[src/rtl/store_write_port.sv]
// Store buffer and data-memory write port: queues core stores, lane-steers them, drains over req/ack.
// Latency: a push into an empty buffer raises mem_req two edges later; back-to-back writes have no bubble.
// Backpressure: store_ready drops while the buffer holds DEPTH entries; optional macro STORE_TIMEOUT_EN abandons stuck writes.
module store_write_port #(
  parameter int DEPTH          = 4,
  parameter int TIMEOUT_CYCLES = 255
) (
  input  logic                       clk,
  input  logic                       reset_n,
  input  logic [31:0]                store_addr,
  input  logic [31:0]                store_val,
  input  logic [1:0]                 store_size,
  input  logic                       store_valid,
  output logic                       store_ready,
  output logic [31:0]                mem_addr,
  output logic [31:0]                mem_wdata,
  output logic [3:0]                 mem_wstrb,
  output logic                       mem_req,
  input  logic                       mem_ack,
  input  logic                       mem_err,
  output logic                       buffer_empty,
  output logic [$clog2(DEPTH+1)-1:0] buffer_count,
  output logic                       store_fault,
  output logic [31:0]                store_fault_addr
);

  localparam int PW = $clog2(DEPTH);
  localparam int CW = $clog2(DEPTH+1);
  localparam logic [CW-1:0] DEPTH_C = CW'(DEPTH);

  typedef enum logic {IDLE = 1'b0, REQ = 1'b1} state_t;

  state_t          state_q, state_d;
  logic [PW-1:0]   wr_ptr_q, wr_ptr_d;
  logic [PW-1:0]   rd_ptr_q, rd_ptr_d;
  logic [CW-1:0]   count_q, count_d;
  logic [31:0]     ent_addr_q  [DEPTH];
  logic [31:0]     ent_addr_d  [DEPTH];
  logic [31:0]     ent_wdata_q [DEPTH];
  logic [31:0]     ent_wdata_d [DEPTH];
  logic [3:0]      ent_wstrb_q [DEPTH];
  logic [3:0]      ent_wstrb_d [DEPTH];
  logic            fault_q, fault_d;
  logic [31:0]     fault_addr_q, fault_addr_d;

  logic            push, pop, rsv_fault, bus_fault, to_fault;
  logic [31:0]     new_wdata;
  logic [3:0]      new_wstrb;
  logic [31:0]     head_addr;

  assign head_addr = ent_addr_q[rd_ptr_q];

  // Lane steering of the incoming request, captured into the entry at push time
  always_comb begin
    new_wstrb = 4'b1111;
    new_wdata = store_val;
    case (store_size)
      2'b00: begin
        new_wstrb = 4'b0001 << store_addr[1:0];
        new_wdata = {4{store_val[7:0]}};
      end
      2'b01: begin
        new_wstrb = store_addr[1] ? 4'b1100 : 4'b0011;
        new_wdata = {2{store_val[15:0]}};
      end
      default: begin
        new_wstrb = 4'b1111;
        new_wdata = store_val;
      end
    endcase
  end

`ifdef STORE_TIMEOUT_EN
  localparam int TW = (TIMEOUT_CYCLES > 255) ? $clog2(TIMEOUT_CYCLES+1) : 8;
  logic [TW-1:0] wait_q, wait_d;

  // Wait counter: restarts outside REQ (so it is zero on REQ entry) and on every pop
  always_comb begin
    to_fault = (state_q == REQ) && !mem_ack && (wait_q == TW'(TIMEOUT_CYCLES-1));
    wait_d   = wait_q + TW'(1);
    if (state_q != REQ || mem_ack || to_fault) wait_d = '0;
  end

  // Wait counter register
  always_ff @(posedge clk or negedge reset_n) begin
    if (!reset_n) wait_q <= '0;
    else          wait_q <= wait_d;
  end
`else
  logic unused_timeout;
  assign unused_timeout = ^TIMEOUT_CYCLES;
  assign to_fault       = 1'b0;
`endif

  // Buffer bookkeeping: push/pop decode, pointers, count and fault capture
  always_comb begin
    push      = store_valid && store_ready && (store_size != 2'b11);
    rsv_fault = store_valid && (store_size == 2'b11);
    bus_fault = (state_q == REQ) && mem_ack && mem_err;
    pop       = (state_q == REQ) && (mem_ack || to_fault);

    ent_addr_d  = ent_addr_q;
    ent_wdata_d = ent_wdata_q;
    ent_wstrb_d = ent_wstrb_q;
    wr_ptr_d    = wr_ptr_q;
    rd_ptr_d    = rd_ptr_q;
    count_d     = count_q;

    if (push) begin
      ent_addr_d[wr_ptr_q]  = store_addr;
      ent_wdata_d[wr_ptr_q] = new_wdata;
      ent_wstrb_d[wr_ptr_q] = new_wstrb;
      wr_ptr_d              = wr_ptr_q + PW'(1);
    end
    if (pop) rd_ptr_d = rd_ptr_q + PW'(1);
    if (push && !pop)      count_d = count_q + CW'(1);
    else if (!push && pop) count_d = count_q - CW'(1);

    // One fault source per cycle; a bus-side fault owns the address over a dropped reserved-size request
    fault_d      = bus_fault || to_fault || rsv_fault;
    fault_addr_d = fault_addr_q;
    if (bus_fault || to_fault) fault_addr_d = head_addr;
    else if (rsv_fault)        fault_addr_d = store_addr;
  end

  // Next-state logic: a timeout drops to IDLE for one cycle, an acked pop continues if work remains
  always_comb begin
    state_d = state_q;
    case (state_q)
      IDLE: if (count_q != '0) state_d = REQ;
      REQ: begin
        if (to_fault)                  state_d = IDLE;
        else if (pop && count_d == '0) state_d = IDLE;
      end
      default: state_d = IDLE;
    endcase
  end

  // State, pointer, entry and fault registers
  always_ff @(posedge clk or negedge reset_n) begin
    if (!reset_n) begin
      state_q      <= IDLE;
      wr_ptr_q     <= '0;
      rd_ptr_q     <= '0;
      count_q      <= '0;
      fault_q      <= 1'b0;
      fault_addr_q <= '0;
      for (int i = 0; i < DEPTH; i++) begin
        ent_addr_q[i]  <= '0;
        ent_wdata_q[i] <= '0;
        ent_wstrb_q[i] <= '0;
      end
    end else begin
      state_q      <= state_d;
      wr_ptr_q     <= wr_ptr_d;
      rd_ptr_q     <= rd_ptr_d;
      count_q      <= count_d;
      fault_q      <= fault_d;
      fault_addr_q <= fault_addr_d;
      ent_addr_q   <= ent_addr_d;
      ent_wdata_q  <= ent_wdata_d;
      ent_wstrb_q  <= ent_wstrb_d;
    end
  end

  // Bus outputs come from the head entry only while requesting, so idle bus lines stay zero
  always_comb begin
    mem_req      = (state_q == REQ);
    mem_addr     = mem_req ? {head_addr[31:2], 2'b00} : 32'h0;
    mem_wdata    = mem_req ? ent_wdata_q[rd_ptr_q] : 32'h0;
    mem_wstrb    = mem_req ? ent_wstrb_q[rd_ptr_q] : 4'h0;
    store_ready  = (count_q < DEPTH_C);
    buffer_empty = (count_q == '0);
    buffer_count = count_q;
    store_fault      = fault_q;
    store_fault_addr = fault_addr_q;
  end

endmodule

[config.mk]
export PLATFORM = sky130hd
export DESIGN_NAME = store_write_port
export DESIGN_NICKNAME = d
export VERILOG_FILES = /design/src/rtl/store_write_port.sv
export SDC_FILE = /design/constraint.sdc
export NUM_CORES = 1
export LEC_CHECK = 0
export BUFFER_PORTS_ARGS = -buffer_cell sky130_fd_sc_hd__buf_2
export CORE_UTILIZATION = 58
export DETAILED_ROUTE_END_ITERATION = 10
export GPL_TIMING_DRIVEN = 0
export PLACE_DENSITY = 0.78
export SYNTH_ARGS = -nofsm -noshare
export SYNTH_HDL_FRONTEND = slang
export SYNTH_SLANG_ARGS = --single-unit
[constraint.sdc]
create_clock -name clk -period 1.8 [get_ports clk]
set_clock_uncertainty 0.1 [all_clocks]
set_input_delay 0.09 -clock clk [delete_from_list [all_inputs] [get_ports clk]]
set_output_delay 0.09 -clock clk [all_outputs]
set_load 0.01 [all_outputs]
==> flow_summary.ini <==
[run_status]
status = complete, but fails checks
violations = hold timing, setup timing

[route]
vias = 10400
drc = 0
dr.pass1.iters = 7
avgViaCountPerCell = 5.94
antenna_left = 0
wl_um = 38100
first_iter_violations = 977
wl_per_cell_um = 21.7

[place]
postPlaceCellArea_um2 = 15600
port-buffer-count = 173
dp_cells = 1613
dp_hpwl_um = 23800
routabilityCongestion = 0.843

[flow_run]
max_cap_violations = 0

[layout]
layout.cells.non_filler = 1752
fillers = 1533
fin_nets = 1480
area_delta_synth_final_pct = 27.5
final_layout_size_suffix_gt1_frac = 0.419
antenna-diode-count = 0
fin_area_um2 = 18200

[timing]
finalCriticalPeriod_ps = 2300
rsz0062_at_grt = yes
hold_viol = 105
worst_pin_slew_ps = 672
fin_crit_sh = 1.28
fin_ws_ps = -503
finalSetupViolations = 67
fmax_mhz = 434
drv_slew = 0
fin_setup_tns_ps = -28980
timing.slew.headroom = 0.552
hold_slack_ps = -545

[clock_network]
clkLatencyLatePin_ps = 510
clock_path_buffers = 3
htree_levels = 2
numCtsBuffers = 34
cts.sinks = 313
cts_tree = done
hold_buffers = 69
cts.clk_slew.worst_paths_ps = 70
root_buffer = clkbuf_16

[synth]
syn_area_um2 = 14300
yosys.cell_types.count = 32
ys_async_sr_fraction = 1.00
synth_cells = 1113
seq_area_frac_synth = 0.548
ys_warn_count = 0
synth_flop_cell = dfrtp_1
synth_edf_count = 0
syn_avg_cell_area_um2 = 12.9
ys_ff_latch = 313

[worst_setup_path]
critical_path_required_ps = 1610
crit_top_cell = buf_12
startpoint_type = register
r2r_slack_ps = 0
cp_slowest_cell = mux4_2
critPathCaptureType = output port
slowest_delay_ps = 550
ff2ff_path_depth = 6
path_class = reg2out
setup.worst_path.end = mem_addr[6]
crit_chain = buf_12 -> buf_12 -> mux4_2 -> and2_4 -> buf_2
r2r_end = store_fault_addr[31]
crit_fanout = 10
r2r_start = rd_ptr_q[0]
critPathArrivalTime_ps = 2110
crit_start = rd_ptr_q[0]

[global_routing]
met2_usage = 0.506
grt_pass1_wl_um = 59600
top_usage_layer = met2
grt_usage = 0.302
grt_max_degree = 125
grtUsageMet3 = 0.0445
use_met1 = 0.409
grt_antenna_before_repair = 0
overflow = 0
grt_pass1_vias = 10800

[die]
die_w_um = 159
core_um2 = 24200
num_io_pins = 178
num_rows = 57
die_h_um = 159
dieArea_um2 = 25300
start_util = 0.590

[min_path]
hold_path.class = in2async

[power_and_ir_drop]
power_leakage_uw = 0.00863
peakVddDrop_mv = 1.11
p_per_area_nw_per_um2 = 1960
finalPower_uw = 35800
-- critical path, delay by kind of cell (launching register included) --
kind,cells,cell delay [ps]
flops,1,370
mux,1,550
simple gates,1,190
buf+inv,3,480
-- cells in the mapped netlist, types with 2 or more instances --
cell	count	area share
mux2i_1	55	0.038
nor2_1	44	0.012
buf_4	8	0.0042
nand3_2	5	0.0035
buf_6	5	0.0039
o21ai_0	119	0.042
xnor2_1	6	0.0037
ha_1	7	0.0061
inv_1	7	0.0018
buf_2	50	0.017
mux4_2	68	0.11
nand4_1	2	0.00087
buf_1	2	0.00053
dfrtp_1	313	0.55
a21oi_1	45	0.016
and2_1	67	0.029
mux2_2	156	0.12
nand2_1	122	0.032
clkbuf_1	19	0.0050
-- power by group --
part | switching [µW] | leakage, µW | internal (µW)
Sequential | 1790 | 0.00388 | 10400
Clock | 2860 | 0.000615 | 4790
Combinational | 6870 | 0.00414 | 9100
-- through the flow --
step | utilization | setup WS, ps
2_1_floorplan | - | 231
3_3_place_gp | 0.642 | -5310
3_5_place_dp | 0.645 | -446
4_1_cts | 0.737 | -502
5_1_grt | 0.752 | -561
6_report | 0.752 | -503
-- layer usage --
layer	wire [µm]	part of all wire	vias up
met5	0	0	-
met4	1040	0.027	0
met3	2440	0.064	77
met2	19000	0.50	470
met1	15600	0.41	5344
li1	-	-	4509
-- sequential cells by signal, summed over array words and instances, names as in the netlist --
register,cells
mem_req,1
ent_wstrb_q,16
wr_ptr_q,2
buffer_count,3
store_fault,1
rd_ptr_q,2
ent_addr_q,128
store_fault_addr,32
ent_wdata_q,128
-- kinds of logic (layout without fill, tap and decap cells) --
kind of cell	count (synthesis)	count (layout)	synth area share
AOI/OAI and AO/OA	168	168	0.0597
xor gates and xnor gates	6	6	0.00367
adders and majority gates	8	8	0.00691
buffers and inverters	91	405	0.0330
DFF	313	313	0.548
muxes	279	279	0.268
other	1	2	0.000262
and+or+nand+nor	247	247	0.0805
-- cell usage in the layout (no fill, tap or decap), types with 13 or more instances in the layout --
master	count
a21oi_1	44
nor2_1	43
buf_2	166
mux2i_1	55
mux4_2	68
dfrtp_1	310
mux2_2	156
buf_4	13
and2_4	41
clkbuf_16	37
dlygate4sd3_1	69
and2_1	27
nand2_1	122
buf_6	48
o21ai_0	119
-- worst min-delay path by stage --
stage	from	end	slack, ps	depth (start not counted)
6_report	reset_n	ent_wdata_q[17]	-540	1
5_1_grt	reset_n	ent_wdata_q[113]	-480	1
4_1_cts	reset_n	ent_wdata_q[113]	-500	1
3_5_place_dp	reset_n	ent_wdata_q[113]	30	1
3_3_place_gp	store_addr[16]	ent_addr_q[112]	290	2
2_1_floorplan	reset_n	buffer_count[0]	-310	0
-- cell type report --
type / instances / area, µm² / area share
clock inverter: 15 / 211 / 0.0116
multi-input combinational: 710 / 6140 / 0.337
inverter: 7 / 26.3 / 0.00144
clock buffer: 47 / 1040 / 0.0572
tap: 324 / 405 / 0.0222
sequential: 313 / 7840 / 0.430
buffer: 84 / 646 / 0.0354
timing repair buffer: 252 / 1930 / 0.106
-- timing repair --
item,CTS,global route
buffers inserted,1,7
hold endpoints to repair,379,86
setup endpoints to repair,366,220
pin swaps,0,2
gates cloned,0,0
gates resized for setup,75,87
No activity file was read; power rests on OpenSTA's default activity.
